$ cat config.mk
export PLATFORM = sky130hd
export DESIGN_NAME = wb_apb_bridge_flat
export DESIGN_NICKNAME = d
export VERILOG_FILES = /design/src/rtl/apb_pkg.sv /design/src/rtl/wb_apb_bridge_if.sv /design/src/rtl/apb_addr_decode.sv /design/src/rtl/wb_apb_bridge.sv /design/src/flat_wrapper.sv
export SDC_FILE = /design/constraint.sdc
export NUM_CORES = 1
export LEC_CHECK = 0
export CAP_MARGIN = 20
export CORE_UTILIZATION = 30
export CTS_CLUSTER_SIZE = 24
export DETAILED_ROUTE_END_ITERATION = 12
export DONT_BUFFER_PORTS = 1
export PLACE_DENSITY = 0.44
export SKIP_LAST_GASP = 1
export SYNTH_ARGS = -nofsm -noshare
export SYNTH_HDL_FRONTEND = slang
export SYNTH_HIERARCHICAL = 1
export SYNTH_SLANG_ARGS = --single-unit
$ cat constraint.sdc
create_clock -name pclk -period 4.8 [get_ports pclk]
set_input_delay 0.96 -clock pclk [delete_from_list [all_inputs] [get_ports pclk]]
set_output_delay 0.96 -clock pclk [all_outputs]
set_load 0.02 [all_outputs]
$ cat src/rtl/apb_pkg.sv
// Shared APB definitions: bridge FSM encoding, data width and a constant clog2.
package apb_pkg;

  localparam int APB_DW = 32;

  // Bridge FSM encoding, kept as plain constants for legacy tools.
  localparam logic [1:0] ST_IDLE   = 2'd0;
  localparam logic [1:0] ST_SETUP  = 2'd1;
  localparam logic [1:0] ST_ACCESS = 2'd2;
  localparam logic [1:0] ST_RESP   = 2'd3;

  // Ceiling log2 for elaboration-time sizing; clog2(1) = 0.
  function automatic int clog2(input int n);
    int r;
    r = 0;
    while ((1 << r) < n) r++;
    return r;
  endfunction

endpackage

$ cat src/rtl/wb_apb_bridge_if.sv
// Wishbone-slave / APB-master signal bundle for wb_apb_bridge.
// The slave modport is the bridge; the master modport is everything around it
// (Wishbone initiator plus the APB peripherals).
// Handshake: a Wishbone request is valid while wb_cyc_i & wb_stb_i are high and
// is answered by exactly one single-cycle wb_ack_o or wb_err_o; on APB a transfer
// is one SETUP cycle (psel, !penable) then ACCESS (psel, penable) until the
// selected slave raises pready.
interface wb_apb_bridge_if #(
  parameter int NUM_SLAVES = 4
);
  import apb_pkg::*;

  logic                         wb_cyc_i;
  logic                         wb_stb_i;
  logic                         wb_we_i;
  logic [31:0]                  wb_adr_i;
  logic [APB_DW-1:0]            wb_dat_i;
  logic [APB_DW-1:0]            wb_dat_o;
  logic                         wb_ack_o;
  logic                         wb_err_o;
  logic [31:0]                  paddr;
  logic [APB_DW-1:0]            pwdata;
  logic                         pwrite;
  logic [NUM_SLAVES-1:0]        psel;
  logic                         penable;
  logic [APB_DW*NUM_SLAVES-1:0] prdata_i;
  logic [NUM_SLAVES-1:0]        pready_i;
  logic [NUM_SLAVES-1:0]        pslverr_i;
  logic [1:0]                   dbg_state;

  modport slave (
    input  wb_cyc_i, wb_stb_i, wb_we_i, wb_adr_i, wb_dat_i,
    input  prdata_i, pready_i, pslverr_i,
    output wb_dat_o, wb_ack_o, wb_err_o,
    output paddr, pwdata, pwrite, psel, penable, dbg_state
  );

  modport master (
    output wb_cyc_i, wb_stb_i, wb_we_i, wb_adr_i, wb_dat_i,
    output prdata_i, pready_i, pslverr_i,
    input  wb_dat_o, wb_ack_o, wb_err_o,
    input  paddr, pwdata, pwrite, psel, penable, dbg_state
  );

endinterface

$ cat src/rtl/apb_addr_decode.sv
// Combinational APB window decoder: flags a hit when the address falls inside
// the NUM_SLAVES * 2^SLAVE_AW window at BASE_ADDR and the slave index exists,
// and produces the matching one-hot select.
module apb_addr_decode
  import apb_pkg::*;
#(
  parameter logic [31:0] BASE_ADDR  = 32'h4000_0000,
  parameter int          NUM_SLAVES = 4,
  parameter int          SLAVE_AW   = 12
) (
  input  logic [31:0]           addr,
  output logic                  hit,
  output logic [NUM_SLAVES-1:0] sel
);

  localparam int          SW       = clog2(NUM_SLAVES);
  localparam logic [31:0] WIN_MASK = ~((32'd1 << (SLAVE_AW + SW)) - 32'd1);

  logic [31:0] idx;
  logic        in_win;

  // Window compare, index extraction and one-hot expansion.
  always_comb begin
    sel    = '0;
    in_win = (addr & WIN_MASK) == (BASE_ADDR & WIN_MASK);
    idx    = (addr & ~WIN_MASK) >> SLAVE_AW;
    hit    = in_win && (idx < 32'(NUM_SLAVES));
    for (int i = 0; i < NUM_SLAVES; i++) begin
      sel[i] = hit && (idx == 32'(i));
    end
  end

endmodule

$ cat src/rtl/wb_apb_bridge.sv
// Wishbone B4 classic slave to APB3 master bridge.
// Each Wishbone cycle becomes one APB SETUP/ACCESS transfer; misses in the
// decode window are answered with wb_err_o and never reach APB.
// Optional feature macro: WB2APB_TIMEOUT_EN -- when defined, an ACCESS phase
// lasting TIMEOUT_CYC cycles without pready is closed with wb_err_o.
module wb_apb_bridge
  import apb_pkg::*;
#(
  parameter logic [31:0] BASE_ADDR   = 32'h4000_0000,
  parameter int          NUM_SLAVES  = 4,
  parameter int          SLAVE_AW    = 12,
  parameter int          TIMEOUT_CYC = 16
) (
  input logic            pclk,
  input logic            preset,
  wb_apb_bridge_if.slave bus
);

  logic [1:0]            state_q;
  logic [NUM_SLAVES-1:0] psel_q;
  logic                  penable_q;
  logic                  pwrite_q;
  logic [31:0]           paddr_q;
  logic [APB_DW-1:0]     pwdata_q;
  logic                  ack_q;
  logic                  err_q;
  logic [APB_DW-1:0]     dat_q;
  logic                  aborted_q;

  logic                  dec_hit;
  logic [NUM_SLAVES-1:0] dec_sel;
  logic                  pready_sel;
  logic                  pslverr_sel;
  logic [APB_DW-1:0]     prdata_sel;
  logic                  wb_req;
  logic                  drop_resp;

  apb_addr_decode #(
    .BASE_ADDR  (BASE_ADDR),
    .NUM_SLAVES (NUM_SLAVES),
    .SLAVE_AW   (SLAVE_AW)
  ) u_dec (
    .addr (bus.wb_adr_i),
    .hit  (dec_hit),
    .sel  (dec_sel)
  );

  assign wb_req    = bus.wb_cyc_i & bus.wb_stb_i;
  // A cycle dropped at any point of the APB transfer must not be answered.
  assign drop_resp = aborted_q | ~bus.wb_cyc_i;

  // Response mux driven by the registered one-hot select, so only the selected
  // slave's pready/pslverr/prdata can ever be observed.
  always_comb begin
    pready_sel  = 1'b0;
    pslverr_sel = 1'b0;
    prdata_sel  = '0;
    for (int i = 0; i < NUM_SLAVES; i++) begin
      if (psel_q[i]) begin
        pready_sel  = pready_sel  | bus.pready_i[i];
        pslverr_sel = pslverr_sel | bus.pslverr_i[i];
        prdata_sel  = prdata_sel  | bus.prdata_i[APB_DW*i +: APB_DW];
      end
    end
  end

`ifdef WB2APB_TIMEOUT_EN
  localparam int TW = clog2(TIMEOUT_CYC + 1);

  logic [TW-1:0] tmo_cnt_q;
  logic          tmo_hit;

  assign tmo_hit = (tmo_cnt_q == TW'(TIMEOUT_CYC - 1));

  // ACCESS-phase stall counter, cleared on the SETUP->ACCESS edge.
  always_ff @(posedge pclk) begin
    if (preset) begin
      tmo_cnt_q <= '0;
    end else if (state_q == ST_SETUP) begin
      tmo_cnt_q <= '0;
    end else if (state_q == ST_ACCESS && !pready_sel && !tmo_hit) begin
      tmo_cnt_q <= tmo_cnt_q + TW'(1);
    end
  end
`else
  logic          tmo_hit;
  logic [31:0]   unused_tmo;

  // Without the timeout the bridge waits for pready indefinitely.
  assign tmo_hit    = 1'b0;
  assign unused_tmo = 32'(TIMEOUT_CYC);
`endif

  // Bridge FSM with registered APB and Wishbone outputs.
  always_ff @(posedge pclk) begin
    if (preset) begin
      state_q   <= ST_IDLE;
      psel_q    <= '0;
      penable_q <= 1'b0;
      pwrite_q  <= 1'b0;
      paddr_q   <= '0;
      pwdata_q  <= '0;
      ack_q     <= 1'b0;
      err_q     <= 1'b0;
      dat_q     <= '0;
      aborted_q <= 1'b0;
    end else begin
      ack_q <= 1'b0;
      err_q <= 1'b0;
      case (state_q)
        ST_IDLE: begin
          if (wb_req) begin
            if (dec_hit) begin
              paddr_q   <= {{(32-SLAVE_AW){1'b0}}, bus.wb_adr_i[SLAVE_AW-1:0]};
              pwdata_q  <= bus.wb_dat_i;
              pwrite_q  <= bus.wb_we_i;
              psel_q    <= dec_sel;
              aborted_q <= 1'b0;
              state_q   <= ST_SETUP;
            end else begin
              err_q   <= 1'b1;
              state_q <= ST_RESP;
            end
          end
        end
        ST_SETUP: begin
          penable_q <= 1'b1;
          if (!bus.wb_cyc_i) aborted_q <= 1'b1;
          state_q <= ST_ACCESS;
        end
        ST_ACCESS: begin
          if (pready_sel) begin
            psel_q    <= '0;
            penable_q <= 1'b0;
            if (!pwrite_q) dat_q <= prdata_sel;
            if (drop_resp) begin
              state_q <= ST_IDLE;
            end else begin
              ack_q   <= ~pslverr_sel;
              err_q   <= pslverr_sel;
              state_q <= ST_RESP;
            end
          end else if (tmo_hit) begin
            psel_q    <= '0;
            penable_q <= 1'b0;
            if (drop_resp) begin
              state_q <= ST_IDLE;
            end else begin
              err_q   <= 1'b1;
              state_q <= ST_RESP;
            end
          end else if (!bus.wb_cyc_i) begin
            aborted_q <= 1'b1;
          end
        end
        ST_RESP: begin
          state_q <= ST_IDLE;
        end
        default: begin
          state_q <= ST_IDLE;
        end
      endcase
    end
  end

  assign bus.psel      = psel_q;
  assign bus.penable   = penable_q;
  assign bus.pwrite    = pwrite_q;
  assign bus.paddr     = paddr_q;
  assign bus.pwdata    = pwdata_q;
  assign bus.wb_ack_o  = ack_q;
  assign bus.wb_err_o  = err_q;
  assign bus.wb_dat_o  = dat_q;
  assign bus.dbg_state = state_q;

endmodule

$ cat src/flat_wrapper.sv
// flat-port wrapper written by rule: the top's interface ports become plain ports
module wb_apb_bridge_flat import apb_pkg::*;
#(
  parameter logic [31:0] BASE_ADDR   = 32'h4000_0000,
  parameter int          NUM_SLAVES  = 4,
  parameter int          SLAVE_AW    = 12,
  parameter int          TIMEOUT_CYC = 16
)
  (pclk, preset, bus_wb_cyc_i, bus_wb_stb_i, bus_wb_we_i, bus_wb_adr_i, bus_wb_dat_i, bus_prdata_i, bus_pready_i, bus_pslverr_i, bus_wb_dat_o, bus_wb_ack_o, bus_wb_err_o, bus_paddr, bus_pwdata, bus_pwrite, bus_psel, bus_penable, bus_dbg_state);
  wb_apb_bridge_if #(.NUM_SLAVES(NUM_SLAVES)) bus_i ();
  input logic pclk;
  input logic preset;
  input wire logic [$bits(bus_i.wb_cyc_i)-1:0] bus_wb_cyc_i;
  input wire logic [$bits(bus_i.wb_stb_i)-1:0] bus_wb_stb_i;
  input wire logic [$bits(bus_i.wb_we_i)-1:0] bus_wb_we_i;
  input wire logic [$bits(bus_i.wb_adr_i)-1:0] bus_wb_adr_i;
  input wire logic [$bits(bus_i.wb_dat_i)-1:0] bus_wb_dat_i;
  input wire logic [$bits(bus_i.prdata_i)-1:0] bus_prdata_i;
  input wire logic [$bits(bus_i.pready_i)-1:0] bus_pready_i;
  input wire logic [$bits(bus_i.pslverr_i)-1:0] bus_pslverr_i;
  output wire logic [$bits(bus_i.wb_dat_o)-1:0] bus_wb_dat_o;
  output wire logic [$bits(bus_i.wb_ack_o)-1:0] bus_wb_ack_o;
  output wire logic [$bits(bus_i.wb_err_o)-1:0] bus_wb_err_o;
  output wire logic [$bits(bus_i.paddr)-1:0] bus_paddr;
  output wire logic [$bits(bus_i.pwdata)-1:0] bus_pwdata;
  output wire logic [$bits(bus_i.pwrite)-1:0] bus_pwrite;
  output wire logic [$bits(bus_i.psel)-1:0] bus_psel;
  output wire logic [$bits(bus_i.penable)-1:0] bus_penable;
  output wire logic [$bits(bus_i.dbg_state)-1:0] bus_dbg_state;
  assign bus_i.wb_cyc_i = bus_wb_cyc_i;
  assign bus_i.wb_stb_i = bus_wb_stb_i;
  assign bus_i.wb_we_i = bus_wb_we_i;
  assign bus_i.wb_adr_i = bus_wb_adr_i;
  assign bus_i.wb_dat_i = bus_wb_dat_i;
  assign bus_i.prdata_i = bus_prdata_i;
  assign bus_i.pready_i = bus_pready_i;
  assign bus_i.pslverr_i = bus_pslverr_i;
  assign bus_wb_dat_o = bus_i.wb_dat_o;
  assign bus_wb_ack_o = bus_i.wb_ack_o;
  assign bus_wb_err_o = bus_i.wb_err_o;
  assign bus_paddr = bus_i.paddr;
  assign bus_pwdata = bus_i.pwdata;
  assign bus_pwrite = bus_i.pwrite;
  assign bus_psel = bus_i.psel;
  assign bus_penable = bus_i.penable;
  assign bus_dbg_state = bus_i.dbg_state;
  wb_apb_bridge #(.BASE_ADDR(BASE_ADDR), .NUM_SLAVES(NUM_SLAVES), .SLAVE_AW(SLAVE_AW), .TIMEOUT_CYC(TIMEOUT_CYC)) u_core (.pclk(pclk), .preset(preset), .bus(bus_i));
endmodule
Word level (Yosys, flattened, before mapping)
Cells that the tools add are included.
Widths: inputs -> output; s select.
{ "op_classes": {"n_lt_le_gt_ge": 1, "n_mux": 33, "eq_ne": 11, "reduce_logical": 17, "n_bitwise": 16} }
{ "op_table": {"columns": ["op", "count"], "rows": [
  ["$mux 32", 4],
  ["$or 32x32->32", 3],
  ["$logic_not 32->1", 1],
  ["$eq 18x17->1 const B", 1],
  ["$mux 1", 17],
  ["$mux 4", 3],
  ["$eq 2x2->1 const B", 4],
  ["$mux 2", 4],
  ["$pmux 2 s4", 1],
  ["$pmux 4 s2", 1],
  ["$reduce_and 4->1", 2],
  ["$or 1x1->1", 7],
  ["$ne 2x1->1 const B", 3],
  ["$reduce_and 3->1", 2],
  ["$logic_and 1x1->1", 5],
  ["$not 1->1", 5],
  ["$eq 2x1->1 const B", 2],
  ["$pmux 1 s2", 2],
  ["$reduce_and 2->1", 2],
  ["$reduce_bool 2->1", 2],
  ["$reduce_or 4->1", 1],
  ["$lt 2x3->1 const B", 1],
  ["$pmux 1 s3", 1],
  ["$reduce_bool 3->1", 1],
  ["3 further kinds", 3]
]} }
{ "totals": {"wordCells": 88, "input_bits": 205, "regBits": 87, "output_inout_bits": 106} }

Longest topological paths before layout
{ "depth": {"ltp_word": 10, "depth_mapped": 8, "ltp_nobuf": 7} }

Cells and area by module
The synthesis kept the hierarchy.
{ "by_module_without_submodules": {"columns": ["module", "cells_each", "area_per_inst_um2", "instances", "seq_area_each_um2"], "rows": [
  ["wb_apb_bridge", 467, 4098.9, 1, 1741.7],
  ["apb_addr_decode", 13, 100.1, 1, 0.0]
]} }

Worst setup path before layout
OpenSTA, ideal clock, no wires.
{ "synth_path": {"kind": "in2reg", "start": "input port bus_wb_adr_i[21]", "end": "register u_core.paddr_q[0] (netlist: u_core/bus.paddr[0])", "slack_ns": 2.298, "required_ns": 4.730, "cell_stages": 8, "arrival_ns": 2.431, "setup_ns": 0.070, "n_path_buf": 1, "cell_sequence": "nor4_2 -> nand4b_2 -> nor2_1 -> nand2_1 -> nor2_1 -> buf_2 -> nand2_1 -> a21oi_1"} }
{ "synth_between": {"elab_chain_len": 3} }
{ "synth_rtl": {"columns": ["element", "line", "rtl"], "rows": [
  ["start, declared", "flat_wrapper.sv:16", "input wire logic [$bits(bus_i.wb_adr_i)-1:0] bus_wb_adr_i;"],
  ["$eq 18x17->1", "apb_addr_decode.sv:25", "in_win = (addr & WIN_MASK) == (BASE_ADDR & WIN_MASK);"],
  ["$logic_and 1x1->1", "apb_addr_decode.sv:27", "hit = in_win && (idx < 32'(NUM_SLAVES));"],
  ["via u_core.dec_hit", "wb_apb_bridge.sv:30", "logic dec_hit;"],
  ["$reduce_and 3->1 (no source line)", null, null],
  ["end signal, assigned", "wb_apb_bridge.sv:114", "paddr_q <= {{(32-SLAVE_AW){1'b0}}, bus.wb_adr_i[SLAVE_AW-1:0]};"],
  ["end, declared", "wb_apb_bridge.sv:23", "logic [31:0] paddr_q;"]
]} }
The timed path passes the listed nets, and every way through them passes these cells.
A chain may end at the register's enable or synchronous reset.

Worst setup path in the final report
{ "layout_path": {"start": "input port bus_wb_adr_i[21]", "end": "register u_core.pwdata_q[20] (netlist: u_core/bus.pwdata[20])"} }
{ "layout_between": {"elab_chain_len": 3} }
{ "layout_rtl": {"columns": ["element", "line", "rtl"], "rows": [
  ["$eq 18x17->1", "apb_addr_decode.sv:25", null],
  ["$logic_and 1x1->1", "apb_addr_decode.sv:27", null],
  ["via u_core.dec_hit", "wb_apb_bridge.sv:30", null],
  ["$reduce_and 3->1 (no source line)", null, null],
  ["end signal, assigned", "wb_apb_bridge.sv:115", "pwdata_q <= bus.wb_dat_i;"],
  ["end, declared", "wb_apb_bridge.sv:24", "logic [APB_DW-1:0] pwdata_q;"]
]} }
The timed path passes the listed nets, and every way through them passes these cells.

==> results_dict.tcl <==
set metrics [dict create \
    outcome "finished clean" \
    cp_slowest_cell "nor2_4" \
    die_area_um2 14500 \
    p_switching_uw 432 \
    initial_core_util_pct 31.2 \
    place.gp.congestion 0.764 \
    ys_seq_area_share_pct 41.5 \
    io_pins 311 \
    utilization_pct 33.2 \
    intPower_uw 1160 \
    syn-cell-area_um2 4200 \
    wl_per_cell_um 19.5 \
    cts_made_buffers 9 \
    path_clk_slew_ns 0.07 \
    worst_ep_required_time_ns 5.07 \
    critPathMaxStageDelay_ns 0.78 \
    hpwl_mm 8.93 \
    tightest_slew_ns 1.01 \
    maxCapViolations 0 \
    endpoint_kind "register" \
    h-tree-depth 3 \
    grt_overflow 0 \
    grt_usage_pct 16.2 \
    timing.final.setup_violations 0 \
    fin_crit_ns 2.78 \
    drt_iter0_drc 225 \
    avgSynthCellArea_um2 8.75 \
    clock_sink_count 87 \
    powerDensity_nw_per_um2 356 \
    coreArea_um2 13500 \
    antenna_found_initial 0 \
    swShare_pct 27.2 \
    synth_warnings 6 \
    seqPwrFrac_pct 48.4 \
    fillCellCount 1387 \
    port_buffers 0 \
    via_count 3479 \
    tns_ns 0 \
    r2r-start "u_core/bus.psel[2]$_SDFFE_PP0P_" \
    crit_path_start "bus_wb_adr_i[21]" \
    hold_class "register to register" \
    die_w_um 120 \
    drive_gt1_share_pct 12.6 \
    grt_first_pass_wirelength_mm 17.8 \
    fin_skew_ns 0.00681 \
    fin_area_um2 4470 \
    areaGrowthSynthToFinish_pct 6.47 \
    insertion_delay_ns 0.34 \
    timing.final.crit_share_pct 58.0 \
    cts.repair.resized 0 \
    viasPerCell 5.48 \
    ir_drop_uv 150 \
    critPathLaunchType "primary input" \
    ys_types 37 \
    dr.pass1.iters 4 \
    critPathKind "primary input to register" \
    ys_ff_latch 87 \
    cts_tree "done" \
    ant_nets 0 \
    grt_max_degree 89 \
    combPwrFrac_pct 9.0 \
    power_leakage_uw 0.00134 \
    diodes 0 \
    p_clk_share_pct 42.5 \
    rsz0062_at_grt "false" \
    fp.dieH_um 120 \
    postCtsHoldBufs 0 \
    synthCells 480 \
    rrSetupSlack_ns 2.04 \
    finalHoldViolCount 0 \
    drcViolationCount 0 \
    rows 42 \
    cts-root-buf "clkbuf_16" \
    cp.arrival_ns 3.06 \
    crit_path_frequent_cell "nand2_1" \
    clock_path_buffers 2 \
    slew_violations 0 \
    slew_headroom_pct 32.3 \
    nNetsFinal 662 \
    final_cell_mix "nand2_1, dfxtp_1, a21oi_1, nor2_1, a221oi_1" \
    placedInstanceArea_um2 4190 \
    regArea_um2 1740 \
    fmax_mhz 359 \
    grt_pass1_vias 3318 \
    cp-endpoint "u_core/bus.pwdata[20]$_SDFFE_PP0P_" \
    reg2reg_to "u_core/bus.wb_dat_o[6]$_SDFFE_PP0P_" \
    crit_path_max_fanout 45 \
    finalWirelength_mm 12.4 \
    cp_cell_sequence "nor4_2 > nand4b_2 > nor2_1 > nand2_1 > nor2_4 > nand2_1 > a21oi_1" \
    multi_input_area_um2 2160 \
    reg2regPathDepth 5 \
    fin_hold_ws_ns 0.529 \
    final_common_cell "nand2_1" \
    cts_setup_buffers 0 \
]
## worst min path at each step
stage	start	to	slack [ns]	cells past startpoint
2_1_floorplan	u_core/aborted_q$_SDFFE_PP0P_	u_core/aborted_q$_SDFFE_PP0P_	0.47	2
3_3_place_gp	u_core/aborted_q$_SDFFE_PP0P_	u_core/aborted_q$_SDFFE_PP0P_	0.49	2
3_5_place_dp	u_core/aborted_q$_SDFFE_PP0P_	u_core/aborted_q$_SDFFE_PP0P_	0.50	2
4_1_cts	u_core/aborted_q$_SDFFE_PP0P_	u_core/aborted_q$_SDFFE_PP0P_	0.51	2
5_1_grt	u_core/aborted_q$_SDFFE_PP0P_	u_core/aborted_q$_SDFFE_PP0P_	0.54	2
6_report	u_core/aborted_q$_SDFFE_PP0P_	u_core/aborted_q$_SDFFE_PP0P_	0.53	2
## power by group through the flow
| stage | registers [uW] | logic, uW | clock network [uW] |
|---|---|---|---|
| 4_1_cts | 771 | 142 | 706 |
| 2_1_floorplan | 778 | 144 | 0 |
| 3_5_place_dp | 788 | 140 | 0 |
| 5_1_grt | 773 | 164 | 734 |
| 6_report | 770 | 144 | 676 |
| 3_3_place_gp | 788 | 139 | 0 |
## cell families (layout without fill, tap and decap cells)
family,Yosys count,in the layout,share of synthesized area (%)
DFF,87,87,41.5
adders and majority gates,3,3,0.894
other,1,20,0.0893
buffers and inverters,67,27,8.91
AOI/OAI and AO/OA,166,166,32.5
and+or+nand+nor,156,156,16.2
## worst max-delay path, delay by kind of cell
kind | cells | cell delay [ns]
compound gates | 1 | 0.16
simple gates | 6 | 1.89
## synthesized netlist by cell type (all sizes together)
| library cell | instances | share of area, % |
|---|---|---|
| buf | 39 | 6.4 |
| a22o | 32 | 6.7 |
| o21ai | 5 | 0.60 |
| ha | 3 | 0.89 |
| nor4b | 1 | 0.36 |
| and4 | 1 | 0.21 |
| and3 | 1 | 0.15 |
| nand2b | 1 | 0.15 |
| nor3 | 3 | 0.36 |
| nor2 | 38 | 3.4 |
| a311oi | 1 | 0.21 |
| nor4 | 6 | 1.2 |
| a31oi | 1 | 0.15 |
| nand3b | 5 | 0.89 |
| a22oi | 4 | 1.4 |
| a32oi | 1 | 0.21 |
| a211oi | 34 | 9.7 |
| or4b | 1 | 0.24 |
| dfxtp | 87 | 41 |
| a21oi | 53 | 6.3 |
| nand3 | 1 | 0.12 |
| nand4 | 1 | 0.15 |
| conb | 1 | 0.089 |
| nand4b | 1 | 0.36 |
| o31ai | 1 | 0.18 |
| a221oi | 33 | 6.9 |
| nand2 | 96 | 8.6 |
| a21o | 1 | 0.18 |
| inv | 6 | 0.54 |
| clkbuf | 22 | 2.0 |
## flip-flops by register name (all words and copies together), names as in the netlist
name,cells
u_core/bus.pwrite,1
u_core/bus.dbg_state,2
u_core/bus.paddr,12
u_core/aborted_q,1
u_core/bus.wb_dat_o,32
u_core/bus.psel,4
u_core/bus.wb_ack_o,1
u_core/bus.pwdata,32
u_core/bus.penable,1
u_core/bus.wb_err_o,1
## final cells by class
| cell class | instances | area share [%] |
|---|---|---|
| inverters | 6 | 0.504 |
| flip-flops and latches | 87 | 39.0 |
| multi-input cells | 345 | 48.4 |
| clock inverters | 5 | 0.924 |
| well taps | 176 | 4.93 |
| clock buffers | 11 | 5.43 |
| repair buffers | 5 | 0.840 |
## per-stage QoR
step	worst slack, ns	total power [uW]	cells
after floorplan	2.30	922	499
after global placement	1.80	927	619
after detailed placement	1.64	928	619
after CTS	1.99	1620	635
after global routing	1.78	1670	635
final	2.02	1590	635
## metal layers
metal | up-vias | global-route usage [%] | wire, um | part of all wire, %
li1 | 1660 | - | - | -
met1 | 1616 | 17.0 | 4670 | 38
met2 | 183 | 29.1 | 6340 | 51
met3 | 20 | 5.24 | 1040 | 8.4
met4 | 0 | 8.10 | 326 | 2.6
met5 | - | 0 | 0 | 0
Note: power is estimated with default switching activity, not from simulation.
